--- src/rtl/opb_register_bank_ppc2simulink.sv ---
// OPB slave bank of NUM_REGS software registers driving user logic, with an
// optional double-buffered mode where staged writes are committed atomically.
module opb_register_bank_ppc2simulink #(
    parameter logic [31:0] C_BASEADDR            = 32'hFFFFFFFF,
    parameter logic [31:0] C_HIGHADDR            = 32'h00000000,
    parameter int          C_OPB_AWIDTH          = 32,
    parameter int          C_OPB_DWIDTH          = 32,
    parameter int          NUM_REGS              = 4,
    parameter int          C_DWIDTH_USER         = 32,
    parameter logic [31:0] C_INIT                = 32'h00000000,
    parameter bit          C_AUTO_COMMIT_DEFAULT = 1'b1
) (
    input  logic                              OPB_Clk,
    input  logic                              OPB_Rst_n,
    input  logic [0:C_OPB_AWIDTH-1]           OPB_ABus,
    input  logic [0:C_OPB_DWIDTH/8-1]         OPB_BE,
    input  logic [0:C_OPB_DWIDTH-1]           OPB_DBus,
    input  logic                              OPB_RNW,
    input  logic                              OPB_select,
    input  logic                              OPB_seqAddr,
    output logic [0:C_OPB_DWIDTH-1]           Sl_DBus,
    output logic                              Sl_xferAck,
    output logic                              Sl_errAck,
    output logic                              Sl_retry,
    output logic                              Sl_toutSup,
    output logic [NUM_REGS*C_DWIDTH_USER-1:0] user_data_out,
    output logic [NUM_REGS-1:0]               user_update
);

    localparam int AW = C_OPB_AWIDTH;
    localparam int DW = C_OPB_DWIDTH;
    localparam int NB = DW / 8;
    localparam int W  = C_DWIDTH_USER;

    localparam logic [AW-1:0] BASE = AW'(C_BASEADDR);
    localparam logic [AW-1:0] HIGH = AW'(C_HIGHADDR);

    logic [AW-1:0]       addr;
    logic [AW-1:0]       word_idx;
    logic                in_window;
    logic                hit;
    logic [NUM_REGS-1:0] reg_sel;
    logic                ctrl_sel;
    logic [DW-1:0]       rd_word;

    logic                ack_q;
    logic [DW-1:0]       rdata_q;
    logic                wr_q;
    logic [NUM_REGS-1:0] wsel_q;
    logic                wctrl_q;
    logic [DW-1:0]       wdata_q;
    logic [NB-1:0]       wbe_q;
    logic                auto_q;
    logic [NUM_REGS-1:0] pending_q;
    logic [NUM_REGS-1:0] update_q;
    logic [W-1:0]        shadow_q [NUM_REGS];
    logic [W-1:0]        out_q    [NUM_REGS];

    logic                unused_seq;

    assign unused_seq = OPB_seqAddr;

    // Big-endian bus vectors map MSB-to-MSB onto the little-endian internals.
    assign addr      = OPB_ABus;
    assign in_window = (addr >= BASE) && (addr <= HIGH);
    assign hit       = OPB_select && in_window && !ack_q;
    assign word_idx  = (addr - BASE) >> 2;

    always_comb begin
        reg_sel  = '0;
        rd_word  = '0;
        ctrl_sel = (word_idx == AW'(NUM_REGS));
        for (int i = 0; i < NUM_REGS; i++) begin
            reg_sel[i] = (word_idx == AW'(i));
            if (reg_sel[i]) begin
                rd_word = DW'(shadow_q[i]);
            end
        end
        if (ctrl_sel) begin
            rd_word[1]             = auto_q;
            rd_word[2]             = |pending_q;
            rd_word[16 +: NUM_REGS] = pending_q;
        end
    end

    function automatic logic [W-1:0] merge_bytes(input logic [W-1:0]  old_val,
                                                 input logic [DW-1:0] data,
                                                 input logic [NB-1:0] be);
        logic [DW-1:0] m;
        m = DW'(old_val);
        for (int b = 0; b < NB; b++) begin
            if (be[b]) begin
                m[8*b +: 8] = data[8*b +: 8];
            end
        end
        return m[W-1:0];
    endfunction

    // Request is captured at the hit edge; the write itself lands at the ack edge.
    always_ff @(posedge OPB_Clk or negedge OPB_Rst_n) begin
        if (!OPB_Rst_n) begin
            ack_q     <= 1'b0;
            rdata_q   <= '0;
            wr_q      <= 1'b0;
            wsel_q    <= '0;
            wctrl_q   <= 1'b0;
            wdata_q   <= '0;
            wbe_q     <= '0;
            auto_q    <= C_AUTO_COMMIT_DEFAULT;
            pending_q <= '0;
            update_q  <= '0;
            for (int i = 0; i < NUM_REGS; i++) begin
                shadow_q[i] <= C_INIT[W-1:0];
                out_q[i]    <= C_INIT[W-1:0];
            end
        end else begin
            ack_q    <= hit;
            rdata_q  <= (hit && OPB_RNW) ? rd_word : '0;
            wr_q     <= hit && !OPB_RNW;
            update_q <= '0;
            if (hit) begin
                wsel_q  <= reg_sel;
                wctrl_q <= ctrl_sel;
                wdata_q <= OPB_DBus;
                wbe_q   <= OPB_BE;
            end
            if (wr_q) begin
                if (wctrl_q) begin
                    auto_q <= wdata_q[1];
                    if (wdata_q[0]) begin
                        for (int i = 0; i < NUM_REGS; i++) begin
                            if (pending_q[i]) begin
                                out_q[i] <= shadow_q[i];
                            end
                        end
                        update_q  <= pending_q;
                        pending_q <= '0;
                    end
                end
                for (int i = 0; i < NUM_REGS; i++) begin
                    if (wsel_q[i]) begin
                        shadow_q[i] <= merge_bytes(shadow_q[i], wdata_q, wbe_q);
                        if (auto_q) begin
                            out_q[i]     <= merge_bytes(shadow_q[i], wdata_q, wbe_q);
                            update_q[i]  <= 1'b1;
                            pending_q[i] <= 1'b0;
                        end else begin
                            pending_q[i] <= 1'b1;
                        end
                    end
                end
            end
        end
    end

    assign Sl_xferAck  = ack_q;
    assign Sl_DBus     = rdata_q;
    assign Sl_errAck   = 1'b0;
    assign Sl_retry    = 1'b0;
    assign Sl_toutSup  = 1'b0;
    assign user_update = update_q;

    for (genvar g = 0; g < NUM_REGS; g++) begin : g_pack
        assign user_data_out[g*W +: W] = out_q[g];
    end

endmodule

--- config.mk ---
export PLATFORM = sky130hd
export DESIGN_NAME = opb_register_bank_ppc2simulink
export DESIGN_NICKNAME = d
export VERILOG_FILES = /design/src/rtl/opb_register_bank_ppc2simulink.sv
export SDC_FILE = /design/constraint.sdc
export NUM_CORES = 1
export LEC_CHECK = 0
export CORE_MARGIN = 1.5
export CORE_UTILIZATION = 43
export CTS_CLUSTER_SIZE = 10
export DETAILED_ROUTE_END_ITERATION = 8
export GPL_TIMING_DRIVEN = 0
export PLACE_DENSITY_LB_ADDON = 0.25
export SLEW_MARGIN = 10
export SYNTH_ARGS = -nofsm -noshare
export SYNTH_HDL_FRONTEND = slang
export SYNTH_SLANG_ARGS = --single-unit
--- constraint.sdc ---
create_clock -name OPB_Clk -period 2 [get_ports OPB_Clk]
set_input_delay 0.4 -clock OPB_Clk [delete_from_list [all_inputs] [get_ports OPB_Clk]]
set_output_delay 0.4 -clock OPB_Clk [all_outputs]
set_load 0.02 [all_outputs]
==> flow_summary.html, run 1 <==
<table>
<tr><th>Metric</th><th>Value</th></tr>
<tr><th colspan="2">Run status</th></tr>
<tr><td>Outcome</td><td>finished with violations</td></tr>
<tr><td>Violated checks</td><td>hold timing</td></tr>
<tr><th colspan="2">Pwr</th></tr>
<tr><td>Switching power total</td><td>2.77 mW</td></tr>
<tr><td>Standby leakage power</td><td>7.56 nW</td></tr>
<tr><td>Power Internal</td><td>10.7 mW</td></tr>
<tr><td>Relative contribution of combinational cells to total power</td><td>0.022</td></tr>
<tr><td>Flop pwr share</td><td>0.513</td></tr>
<tr><td>Switching power as a share of total power</td><td>0.205</td></tr>
<tr><td>Total power density per cell area</td><td>786 nW/um^2</td></tr>
<tr><td>Clk pwr share</td><td>0.465</td></tr>
<tr><td>Peak supply drop</td><td>0.828 mV</td></tr>
<tr><th colspan="2">Placed design</th></tr>
<tr><td>Routability congestion estimate</td><td>0.788</td></tr>
<tr><td>Buffers added on ports</td><td>166</td></tr>
<tr><td>Final HPWL from detailed placement</td><td>23.6 mm</td></tr>
<tr><td>Post-placement setup slack</td><td>-268 ps</td></tr>
<tr><th colspan="2">Clocking</th></tr>
<tr><td>TritonCTS clock tree</td><td>yes</td></tr>
<tr><td>Deepest level of the CTS H-tree</td><td>2</td></tr>
<tr><td># Post-CTS Setup Buffers</td><td>0</td></tr>
<tr><td>CTS sink count</td><td>340</td></tr>
<tr><td>Maximum number of buffers from clock root to sink</td><td>3</td></tr>
<tr><td>Number of buffers created by CTS</td><td>40</td></tr>
<tr><td>Root buffer cell</td><td>sky130_fd_sc_hd__clkbuf_16</td></tr>
<tr><td>Clock slew at reported path FFs</td><td>50 ps</td></tr>
<tr><td>Skew-Pair Late Insertion Delay</td><td>520 ps</td></tr>
<tr><th colspan="2">Global route</th></tr>
<tr><td>Initial antenna violation count</td><td>0</td></tr>
<tr><td>Global-route wire length before repair</td><td>55.9 mm</td></tr>
<tr><td>Vias in the first global route</td><td>9996</td></tr>
<tr><td>All-Layer GR Usage</td><td>0.218</td></tr>
<tr><td>Overall overflow remaining after global route</td><td>0</td></tr>
<tr><td>Largest net degree at the start of global routing</td><td>108</td></tr>
<tr><th colspan="2">Critical path</th></tr>
<tr><td>Nature of the critical path startpoint</td><td>flop</td></tr>
<tr><td>Kind of critical path</td><td>flop to flop</td></tr>
<tr><td>Critical Path RT</td><td>2440 ps</td></tr>
<tr><td>Maximum fanout along the worst path</td><td>10</td></tr>
<tr><td>Critical path's slowest cell</td><td>sky130_fd_sc_hd__a32oi_2</td></tr>
<tr><td>Cells traversed along the worst timing path</td><td>buf_4 -&gt; and2_1 -&gt; a32oi_2 -&gt; buf_2 -&gt; a221o_1</td></tr>
<tr><td>Longest individual stage delay on the worst path</td><td>560 ps</td></tr>
<tr><td>Kind of end point of the critical path</td><td>flop</td></tr>
<tr><td>Data arrival time of the critical path</td><td>2440 ps</td></tr>
<tr><th colspan="2">Timing</th></tr>
<tr><td>Sum Neg Setup Slack</td><td>0 ps</td></tr>
<tr><td>Min Hold Slack</td><td>-39.4 ps</td></tr>
<tr><td>Final-report setup violation count</td><td>0</td></tr>
<tr><td>Actual transition at the worst max-transition pin</td><td>798 ps</td></tr>
<tr><td>Min setup slack post-route</td><td>3.02 ps</td></tr>
<tr><td>Final period util</td><td>0.998</td></tr>
<tr><td>Slew HR</td><td>0.468</td></tr>
<tr><td>Slew Limit Fails</td><td>0</td></tr>
<tr><td>Unrepaired setup endpoints after global routing</td><td>true</td></tr>
<tr><td>Highest achievable clock rate</td><td>501 MHz</td></tr>
<tr><td>Max Clock Skew</td><td>12.5 ps</td></tr>
<tr><td>Final min period</td><td>2000 ps</td></tr>
<tr><td>Number of failing hold endpoints at the final stage</td><td>106</td></tr>
<tr><th colspan="2">Die</th></tr>
<tr><td>Standard-cell row count</td><td>65</td></tr>
<tr><td>Initial core utilization</td><td>0.435</td></tr>
<tr><td>Die area</td><td>32900 sq um</td></tr>
<tr><td>Die X</td><td>181 um</td></tr>
<tr><td>Y dimension of the die</td><td>181 um</td></tr>
<tr><td>Placeable core region</td><td>31500 sq um</td></tr>
<tr><td>IO Pins</td><td>241</td></tr>
<tr><th colspan="2">Flow run</th></tr>
<tr><td>Maximum Capacitance Violations</td><td>0</td></tr>
<tr><th colspan="2">Synth</th></tr>
<tr><td>Library cell with the largest summed area after synthesis</td><td>sky130_fd_sc_hd__dfrtp_1</td></tr>
<tr><td>Synthesis warning total</td><td>0</td></tr>
<tr><td>Post-synthesis sequential element count</td><td>340</td></tr>
<tr><td>Sequential-to-total area share from yosys stat</td><td>0.622</td></tr>
<tr><td>Per-instance average area after synthesis</td><td>12.2 sq um</td></tr>
<tr><td>Total standard cell area after synthesis</td><td>13700 sq um</td></tr>
<tr><td>Count of cell types in the netlist</td><td>31</td></tr>
<tr><td>Synth top area share</td><td>0.620</td></tr>
<tr><td>Ranking of synthesized cells by area</td><td>sky130_fd_sc_hd__dfrtp_1 (62%), sky130_fd_sc_hd__mux2i_1 (9.4%), sky130_fd_sc_hd__a221o_1 (7.0%)</td></tr>
<tr><td>Cells after synthesis</td><td>1118</td></tr>
<tr><th colspan="2">Route</th></tr>
<tr><td>Detail Route Antenna Nets</td><td>0</td></tr>
<tr><td>Aggregate routed wire length</td><td>34.5 mm</td></tr>
<tr><td>Count of routing violations after the opening detailed-route iteration</td><td>797</td></tr>
<tr><td>Number of vias after detailed routing</td><td>9615</td></tr>
<tr><td>Avg WL per Cell</td><td>19.4 um</td></tr>
<tr><td>Total iterations of the first detailed-routing run</td><td>5</td></tr>
<tr><td>Drc violations</td><td>0</td></tr>
<tr><td>Detail-routed via count per cell</td><td>5.40</td></tr>
<tr><th colspan="2">Final layout</th></tr>
<tr><td>Share of post-route cells with drive strength above 1</td><td>0.0885</td></tr>
<tr><td>Area added between synthesis and finish</td><td>25.6%</td></tr>
<tr><td>Filler cells</td><td>2695</td></tr>
<tr><td>Multi-input combinational cell area</td><td>4670 sq um</td></tr>
<tr><td>Total inserted antenna cells</td><td>0</td></tr>
<tr><td>Total number of nets in the final design</td><td>1438</td></tr>
<tr><td>Combined flip-flop and latch cell area</td><td>8510 sq um</td></tr>
<tr><td>Most common cell after layout, fill and taps aside</td><td>sky130_fd_sc_hd__dfrtp_1</td></tr>
<tr><td>Most used cells in the layout excluding fill and tap cells</td><td>sky130_fd_sc_hd__dfrtp_1 (339), sky130_fd_sc_hd__nor2_1 (192), sky130_fd_sc_hd__clkdlybuf4s50_1 (162)</td></tr>
<tr><th colspan="2">Hold path</th></tr>
<tr><td>Worst min-delay path class</td><td>primary input to asynchronous set/reset pin</td></tr>
</table>
path summary, 6_finish.rpt:
path,from,to,slack (ps),depth (start not counted)
min reg2reg,user_data_out[124],user_data_out[124],510,1
min,OPB_Rst_n,user_data_out[58],-40,1
max in group asynchronous,OPB_Rst_n,Sl_DBus[0],420,4
min in group OPB_Clk,user_data_out[124],user_data_out[124],510,1
max,wdata_q[0],user_data_out[14],3,5
max reg2reg,wdata_q[0],user_data_out[14],3,5
state kept, by name (all words and copies together), names as in the netlist:
register and flops:
Sl_xferAck 1, wctrl_q 1, user_data_out 128, wbe_q 4
shadow_q 128, auto_q 1, Sl_DBus 32, user_update 4
pending_q 4, wsel_q 4, wdata_q 32, wr_q 1
power groups by stage:
| stage | Sequential (mW) | Clock, mW | Combinational (mW) |
|---|---|---|---|
| finish | 6.93 | 6.28 | 0.291 |
| global route | 6.93 | 6.75 | 0.332 |
| CTS | 6.93 | 6.45 | 0.303 |
| detailed placement | 7.05 | 0 | 0.302 |
| global placement | 7.06 | 0 | 0.281 |
| floorplan | 7.10 | 0 | 0.0215 |
routing by layer:
layer	routed length, um	share of wire	global-route usage	vias to the layer above
met5	0	0	0	-
met4	998	0.029	0.0683	0
met2	15900	0.46	0.344	306
met1	15700	0.45	0.302	4797
li1	-	-	-	4435
met3	2010	0.058	0.0443	77
Yosys cell counts, drive strengths merged:
| master | number |
|---|---|
| a221o | 96 |
| mux2i | 128 |
| dfrtp | 339 |
| nand3 | 8 |
| mux2 | 33 |
| clkbuf | 64 |
| and2 | 6 |
| nor2 | 192 |
| nand4 | 2 |
| a21oi | 96 |
| a22o | 3 |
| a32oi | 1 |
| and3 | 4 |
| nand2 | 37 |
| o221a | 32 |
| a32o | 1 |
| buf | 64 |
| dfstp | 1 |
| inv | 4 |
| a31o | 1 |
| conb | 1 |
| and4 | 1 |
| o21ai | 4 |
kinds of logic (layout without fill, tap and decap cells):
kind of cell           Yosys count  after routing  synth area share
flip-flops                     340            340             0.622
buffers and inverters          132            357            0.0475
multiplexers                   161            161             0.121
AND/OR/NAND/NOR                250            250            0.0722
AO/OA/AOI/OAI                  234            234             0.138
other                            1             37          0.000274
what timing repair did:
item	4_1_cts	5_1_grt
resized for setup	0	16
endpoints found under the setup margin	0	94
endpoints found under the hold margin	42	0
final cells by class:
type,count,area share
Buffer,128,0.0375
Clock buffer,56,0.0635
Inverter,4,0.000873
Multi-Input combinational cell,682,0.272
Sequential cell,340,0.495
Tap cell,402,0.0293
Timing Repair Buffer,169,0.102
metrics by stage:
step / utilization / hold WS (ps) / power [mW] / area (sq um) / cells
floorplan: - / 104 / 7.12 / 13800 / 1154
CTS: 0.545 / -15.1 / 13.7 / 17200 / 1781
global placement: 0.508 / 496 / 7.34 / 16000 / 1722
global route: 0.546 / 27.0 / 14.0 / 17200 / 1781
finish: 0.546 / -39.4 / 13.5 / 17200 / 1781
detailed placement: 0.511 / 501 / 7.35 / 16100 / 1725
critical path, delay by kind of cell, from the launching register on:
family          cells  cell delay [ps]
buf+inv             2              560
simple gates        1              230
compound gates      2              780
flops               1              350
Note: power is estimated with default switching activity, not from simulation.
==> run 2: changes to the inputs <==
GPL_TIMING_DRIVEN = unset   (was 0)
==> flow_summary.html, run 2 (synthesis results as in run 1) <==
<table>
<tr><th>Metric</th><th>Value</th></tr>
<tr><th colspan="2">Final layout</th></tr>
<tr><td>Total number of nets in the final design</td><td>1353</td></tr>
<tr><td>Area of all placed cells without fillers</td><td>17000 sq um</td></tr>
<tr><td>Multi-input combinational cell area</td><td>4690 sq um</td></tr>
<tr><td>Count of placed standard cells in the final layout, fillers left out</td><td>1700</td></tr>
<tr><td>Share of post-route cells with drive strength above 1</td><td>0.0886</td></tr>
<tr><td>Share of the core filled with cells</td><td>0.540</td></tr>
<tr><td>Most used cells in the layout excluding fill and tap cells</td><td>sky130_fd_sc_hd__dfrtp_1 (335), sky130_fd_sc_hd__nor2_1 (192), sky130_fd_sc_hd__clkdlybuf4s50_1 (160)</td></tr>
<tr><td>Filler cells</td><td>2663</td></tr>
<tr><td>Area added between synthesis and finish</td><td>24.3%</td></tr>
<tr><td>Most common cell after layout, fill and taps aside</td><td>sky130_fd_sc_hd__dfrtp_1</td></tr>
<tr><td>Total inserted antenna cells</td><td>0</td></tr>
<tr><td>Combined flip-flop and latch cell area</td><td>8510 sq um</td></tr>
<tr><th colspan="2">Timing</th></tr>
<tr><td>Unrepaired setup endpoints after global routing</td><td>false</td></tr>
<tr><td>Slew Limit Fails</td><td>0</td></tr>
<tr><td>Final period util</td><td>0.982</td></tr>
<tr><td>Sum Neg Setup Slack</td><td>0 ps</td></tr>
<tr><td>Highest achievable clock rate</td><td>509 MHz</td></tr>
<tr><td>Final min period</td><td>1960 ps</td></tr>
<tr><td>Actual transition at the worst max-transition pin</td><td>850 ps</td></tr>
<tr><td>Max Clock Skew</td><td>15.7 ps</td></tr>
<tr><td>Final-report setup violation count</td><td>0</td></tr>
<tr><td>Number of failing hold endpoints at the final stage</td><td>0</td></tr>
<tr><td>Slew HR</td><td>0.433</td></tr>
<tr><td>Min setup slack post-route</td><td>35.8 ps</td></tr>
<tr><td>Min Hold Slack</td><td>312 ps</td></tr>
<tr><th colspan="2">Die</th></tr>
<tr><td>Standard-cell row count</td><td>65</td></tr>
<tr><td>IO Pins</td><td>241</td></tr>
<tr><td>Initial core utilization</td><td>0.435</td></tr>
<tr><td>Die X</td><td>181 um</td></tr>
<tr><td>Die area</td><td>32900 sq um</td></tr>
<tr><td>Placeable core region</td><td>31500 sq um</td></tr>
<tr><td>Y dimension of the die</td><td>181 um</td></tr>
<tr><th colspan="2">Route</th></tr>
<tr><td>Count of routing violations after the opening detailed-route iteration</td><td>676</td></tr>
<tr><td>Avg WL per Cell</td><td>19.3 um</td></tr>
<tr><td>Aggregate routed wire length</td><td>32.9 mm</td></tr>
<tr><td>Number of vias after detailed routing</td><td>9179</td></tr>
<tr><td>Detail Route Antenna Nets</td><td>0</td></tr>
<tr><td>Detail-routed via count per cell</td><td>5.40</td></tr>
<tr><td>Total iterations of the first detailed-routing run</td><td>5</td></tr>
<tr><td>Drc violations</td><td>0</td></tr>
<tr><th colspan="2">Global route</th></tr>
<tr><td>Global-route wire length before repair</td><td>53.0 mm</td></tr>
<tr><td>Vias in the first global route</td><td>9288</td></tr>
<tr><td>All-Layer GR Usage</td><td>0.205</td></tr>
<tr><td>Initial antenna violation count</td><td>0</td></tr>
<tr><td>Largest net degree at the start of global routing</td><td>101</td></tr>
<tr><td>Overall overflow remaining after global route</td><td>0</td></tr>
<tr><th colspan="2">Clocking</th></tr>
<tr><td>Root buffer cell</td><td>sky130_fd_sc_hd__clkbuf_16</td></tr>
<tr><td># Post-CTS Setup Buffers</td><td>0</td></tr>
<tr><td>Clock slew at reported path FFs</td><td>60 ps</td></tr>
<tr><td>Maximum number of buffers from clock root to sink</td><td>3</td></tr>
<tr><td>TritonCTS clock tree</td><td>yes</td></tr>
<tr><td>Skew-Pair Late Insertion Delay</td><td>520 ps</td></tr>
<tr><td>Deepest level of the CTS H-tree</td><td>2</td></tr>
<tr><td>Number of buffers created by CTS</td><td>40</td></tr>
<tr><td>CTS sink count</td><td>340</td></tr>
<tr><th colspan="2">Placed design</th></tr>
<tr><td>Final HPWL from detailed placement</td><td>21.0 mm</td></tr>
<tr><td>Buffers added on ports</td><td>166</td></tr>
<tr><td>Area after detailed placement</td><td>15900 sq um</td></tr>
<tr><td>Placed cell count</td><td>1639</td></tr>
<tr><td>Post-placement setup slack</td><td>167 ps</td></tr>
<tr><td>Routability congestion estimate</td><td>0.763</td></tr>
<tr><th colspan="2">Critical path</th></tr>
<tr><td>Critical path's slowest cell</td><td>sky130_fd_sc_hd__clkdlybuf4s50_1</td></tr>
<tr><td>Worst r2r src</td><td>wr_q</td></tr>
<tr><td>Cells traversed along the worst timing path</td><td>clkdlybuf4s50_1</td></tr>
<tr><td>Critical Path RT</td><td>1600 ps</td></tr>
<tr><td>Kind of end point of the critical path</td><td>output pin</td></tr>
<tr><td>Maximum fanout along the worst path</td><td>2</td></tr>
<tr><td>Critical path startpoint</td><td>user_data_out[42]</td></tr>
<tr><td>Kind of critical path</td><td>flop to output pin</td></tr>
<tr><td>Crit-path leading delay family</td><td>buffers and inverters</td></tr>
<tr><td>Longest individual stage delay on the worst path</td><td>630 ps</td></tr>
<tr><td>Data arrival time of the critical path</td><td>1560 ps</td></tr>
<tr><td>Nature of the critical path startpoint</td><td>flop</td></tr>
<tr><td>Buffering stage count on the worst path with inverters included</td><td>1</td></tr>
<tr><th colspan="2">Pwr</th></tr>
<tr><td>Peak supply drop</td><td>0.719 mV</td></tr>
<tr><td>Total power</td><td>13.7 mW</td></tr>
<tr><td>Standby leakage power</td><td>7.43 nW</td></tr>
<tr><td>Total power density per cell area</td><td>804 nW/um^2</td></tr>
<tr><th colspan="2">Flow run</th></tr>
<tr><td>Maximum Capacitance Violations</td><td>0</td></tr>
<tr><th colspan="2">Run status</th></tr>
<tr><td>Outcome</td><td>complete, no violations</td></tr>
<tr><th colspan="2">Hold path</th></tr>
<tr><td>Worst min-delay path class</td><td>primary input to asynchronous set/reset pin</td></tr>
</table>
[run 2: cell types whose count changed in the layout (fill, tap and decap cells not counted), sizes merged]
cell	delta
buf	-20
inv	+2
clkinv	+1
clkdlybuf4s50	-2
dlygate4sd3	+1
dlymetal6s2s	+2
clkbuf	-65
[run 2: path summary, 6_finish.rpt]
path                       slack (ps)  depth (start not counted)                end
max in group asynchronous         870                          3           wbe_q[2]
min in group OPB_Clk              460                          0          wsel_q[3]
setup / recovery                   40                          1  user_data_out[42]
setup reg to reg                  150                          3       shadow_q[47]
hold / removal                    310                          2     user_update[1]
hold reg to reg                   460                          0          wsel_q[3]
[run 2: worst reg2reg max path, stage by stage, from the launching register on]
cell                      delay, ps
sky130_fd_sc_hd__dfrtp_1        630
sky130_fd_sc_hd__buf_4          240
sky130_fd_sc_hd__nand3_1        390
sky130_fd_sc_hd__mux2_1         470
[run 2: what timing repair did]
action	CTS	global route
hold buffers	1	0
endpoints found under the setup margin	0	5
gates resized for setup	0	5
endpoints found under the hold margin	16	0
[run 2: area by class of cell]
cell class              count  area share
well taps                 402      0.0296
clock buffers              57      0.0650
repair buffers            212       0.127
flip-flops and latches    340       0.501
inverters                   4    0.000883
clock inverters             3     0.00132
multi-input cells         682       0.276
[run 2: power breakdown]
| part | internal [mW] | total, mW | switching, mW |
|---|---|---|---|
| sequential | 6.92 | 6.93 | 0.0130 |
| clock | 3.80 | 6.46 | 2.66 |
| combinational | 0.0794 | 0.285 | 0.206 |
[run 2: layer usage]
| layer | wire length [um] | track usage |
|---|---|---|
| met1 | 15200 | 0.290 |
| met5 | 0 | 0 |
| met2 | 15300 | 0.328 |
| met3 | 1730 | 0.0409 |
| met4 | 598 | 0.0487 |
==> run 3: changes to the inputs <==
RECOVER_POWER = 25   (was unset)
==> flow_summary.html, run 3 (synthesis results as in run 1) <==
<table>
<tr><th>Metric</th><th>Value</th></tr>
<tr><th colspan="2">Critical path</th></tr>
<tr><td>Crit-path leading delay family</td><td>buffers and inverters</td></tr>
<tr><td>Worst r2r src</td><td>wr_q</td></tr>
<tr><td>Data arrival time of the critical path</td><td>1570 ps</td></tr>
<tr><td>Critical path startpoint</td><td>user_data_out[108]</td></tr>
<tr><td>Critical path's slowest cell</td><td>sky130_fd_sc_hd__clkdlybuf4s50_1</td></tr>
<tr><td>Buffering stage count on the worst path with inverters included</td><td>1</td></tr>
<tr><td>Longest individual stage delay on the worst path</td><td>640 ps</td></tr>
<tr><td>Nature of the critical path startpoint</td><td>flop</td></tr>
<tr><td>Cells traversed along the worst timing path</td><td>clkdlybuf4s50_1</td></tr>
<tr><td>Cells on worst reg2reg path</td><td>3</td></tr>
<tr><td>Maximum fanout along the worst path</td><td>2</td></tr>
<tr><td>Critical Path RT</td><td>1600 ps</td></tr>
<tr><td>Kind of critical path</td><td>flop to output pin</td></tr>
<tr><td>Number of logic stages on the critical path including buffering</td><td>1</td></tr>
<tr><td>Kind of end point of the critical path</td><td>output pin</td></tr>
<tr><th colspan="2">Route</th></tr>
<tr><td>Aggregate routed wire length</td><td>32.9 mm</td></tr>
<tr><td>Detail Route Antenna Nets</td><td>0</td></tr>
<tr><td>Drc violations</td><td>0</td></tr>
<tr><td>Avg WL per Cell</td><td>19.3 um</td></tr>
<tr><td>Number of vias after detailed routing</td><td>9223</td></tr>
<tr><td>Detail-routed via count per cell</td><td>5.43</td></tr>
<tr><td>Total iterations of the first detailed-routing run</td><td>5</td></tr>
<tr><td>Count of routing violations after the opening detailed-route iteration</td><td>667</td></tr>
<tr><th colspan="2">Final layout</th></tr>
<tr><td>Share of the core filled with cells</td><td>0.539</td></tr>
<tr><td>Area added between synthesis and finish</td><td>24.0%</td></tr>
<tr><td>Count of placed standard cells in the final layout, fillers left out</td><td>1700</td></tr>
<tr><td>Most common cell after layout, fill and taps aside</td><td>sky130_fd_sc_hd__dfrtp_1</td></tr>
<tr><td>Total number of nets in the final design</td><td>1353</td></tr>
<tr><td>Most used cells in the layout excluding fill and tap cells</td><td>sky130_fd_sc_hd__dfrtp_1 (338), sky130_fd_sc_hd__nor2_1 (192), sky130_fd_sc_hd__clkdlybuf4s50_1 (160)</td></tr>
<tr><td>Total inserted antenna cells</td><td>0</td></tr>
<tr><td>Share of post-route cells with drive strength above 1</td><td>0.0855</td></tr>
<tr><td>Combined flip-flop and latch cell area</td><td>8510 sq um</td></tr>
<tr><td>Filler cells</td><td>2664</td></tr>
<tr><td>Multi-input combinational cell area</td><td>4690 sq um</td></tr>
<tr><th colspan="2">Placed design</th></tr>
<tr><td>Final HPWL from detailed placement</td><td>21.0 mm</td></tr>
<tr><td>Post-placement setup slack</td><td>167 ps</td></tr>
<tr><td>Routability congestion estimate</td><td>0.763</td></tr>
<tr><td>Buffers added on ports</td><td>166</td></tr>
<tr><td>Placed cell count</td><td>1639</td></tr>
<tr><th colspan="2">Clocking</th></tr>
<tr><td>CTS sink count</td><td>340</td></tr>
<tr><td>TritonCTS clock tree</td><td>yes</td></tr>
<tr><td>Root buffer cell</td><td>sky130_fd_sc_hd__clkbuf_16</td></tr>
<tr><td>Clock slew at reported path FFs</td><td>60 ps</td></tr>
<tr><td>Number of buffers created by CTS</td><td>40</td></tr>
<tr><td>Deepest level of the CTS H-tree</td><td>2</td></tr>
<tr><td>Skew-Pair Late Insertion Delay</td><td>520 ps</td></tr>
<tr><td>Maximum number of buffers from clock root to sink</td><td>3</td></tr>
<tr><th colspan="2">Die</th></tr>
<tr><td>Y dimension of the die</td><td>181 um</td></tr>
<tr><td>Placeable core region</td><td>31500 sq um</td></tr>
<tr><td>Die X</td><td>181 um</td></tr>
<tr><td>Initial core utilization</td><td>0.435</td></tr>
<tr><td>IO Pins</td><td>241</td></tr>
<tr><td>Standard-cell row count</td><td>65</td></tr>
<tr><td>Die area</td><td>32900 sq um</td></tr>
<tr><th colspan="2">Timing</th></tr>
<tr><td>Final period util</td><td>0.983</td></tr>
<tr><td>Sum Neg Setup Slack</td><td>0 ps</td></tr>
<tr><td>Highest achievable clock rate</td><td>508 MHz</td></tr>
<tr><td>Slew Limit Fails</td><td>0</td></tr>
<tr><td>Number of failing hold endpoints at the final stage</td><td>0</td></tr>
<tr><td>Final min period</td><td>1970 ps</td></tr>
<tr><td>Actual transition at the worst max-transition pin</td><td>1170 ps</td></tr>
<tr><td>Final-report setup violation count</td><td>0</td></tr>
<tr><td>Slew HR</td><td>0.223</td></tr>
<tr><td>Max Clock Skew</td><td>15.3 ps</td></tr>
<tr><td>Unrepaired setup endpoints after global routing</td><td>false</td></tr>
<tr><td>Min setup slack post-route</td><td>33.2 ps</td></tr>
<tr><th colspan="2">Hold path</th></tr>
<tr><td>Worst min-delay path class</td><td>primary input to asynchronous set/reset pin</td></tr>
<tr><th colspan="2">Global route</th></tr>
<tr><td>Vias in the first global route</td><td>9288</td></tr>
<tr><td>Largest net degree at the start of global routing</td><td>101</td></tr>
<tr><td>Overall overflow remaining after global route</td><td>0</td></tr>
<tr><td>Initial antenna violation count</td><td>0</td></tr>
<tr><td>Global-route wire length before repair</td><td>53.0 mm</td></tr>
<tr><td>All-Layer GR Usage</td><td>0.205</td></tr>
<tr><th colspan="2">Run status</th></tr>
<tr><td>Outcome</td><td>complete, no violations</td></tr>
<tr><th colspan="2">Flow run</th></tr>
<tr><td>Maximum Capacitance Violations</td><td>0</td></tr>
<tr><th colspan="2">Pwr</th></tr>
<tr><td>Standby leakage power</td><td>7.42 nW</td></tr>
<tr><td>Total power density per cell area</td><td>804 nW/um^2</td></tr>
<tr><td>Peak supply drop</td><td>0.720 mV</td></tr>
<tr><td>Total power</td><td>13.6 mW</td></tr>
</table>
-- run 3: cell count changes in the layout (fill, tap and decap cells not counted), sizes merged --
| cell | before | now |
|---|---|---|
| buf | 46 | 42 |
| clkbuf | 57 | 61 |
-- run 3: timing repair --
| item | 4_1_cts | 5_1_grt |
|---|---|---|
| endpoints found under the setup margin | 0 | 5 |
| hold buffers | 1 | 0 |
| resized for setup | 0 | 5 |
| buffers inserted | 0 | 0 |
| endpoints found under the hold margin | 16 | 0 |
-- run 3: final timing paths --
check / to / slack, ps
min in group OPB_Clk: wsel_q[3] / 470
hold reg to reg: wsel_q[3] / 470
hold / removal: user_update[1] / 300
setup reg to reg: shadow_q[47] / 120
setup / recovery: user_data_out[108] / 30
max in group asynchronous: Sl_DBus[23] / 360
-- run 3: layout make-up --
type,count,share of cell area
Sequential cell,340,0.501
Multi-Input combinational cell,682,0.277
Timing Repair Buffer,212,0.125
Clock buffer,57,0.0652
Tap cell,402,0.0296
Clock inverter,3,0.00133
Inverter,4,0.000885
-- run 3: routing by layer --
metal,GRT usage,part of all wire,up-vias
li1,-,-,4260
met1,0.290,0.46,4675
met2,0.328,0.47,243
met3,0.0409,0.049,45
met4,0.0487,0.018,0
met5,0,0,-
-- run 3: worst reg2reg max path, cell delays in order, from the launching register on --
cell	delay, ps
sky130_fd_sc_hd__dfrtp_1	620
sky130_fd_sc_hd__buf_4	240
sky130_fd_sc_hd__nand3_1	400
sky130_fd_sc_hd__mux2_1	480
-- run 3: metrics by stage --
| stage | area, sq um | hold WS (ps) |
|---|---|---|
| 2_1_floorplan | 13800 | 104 |
| 3_3_place_gp | 15900 | 256 |
| 3_5_place_dp | 15900 | 254 |
| 4_1_cts | 17000 | 311 |
| 5_1_grt | 17000 | 310 |
| 6_report | 17000 | 303 |
-- run 3: where the power goes --
| part | internal, mW | leakage (nW) | switching, mW |
|---|---|---|---|
| registers | 6.92 | 4.67 | 0.0129 |
| clock network | 3.80 | 0.549 | 2.64 |
| logic | 0.0719 | 2.20 | 0.205 |
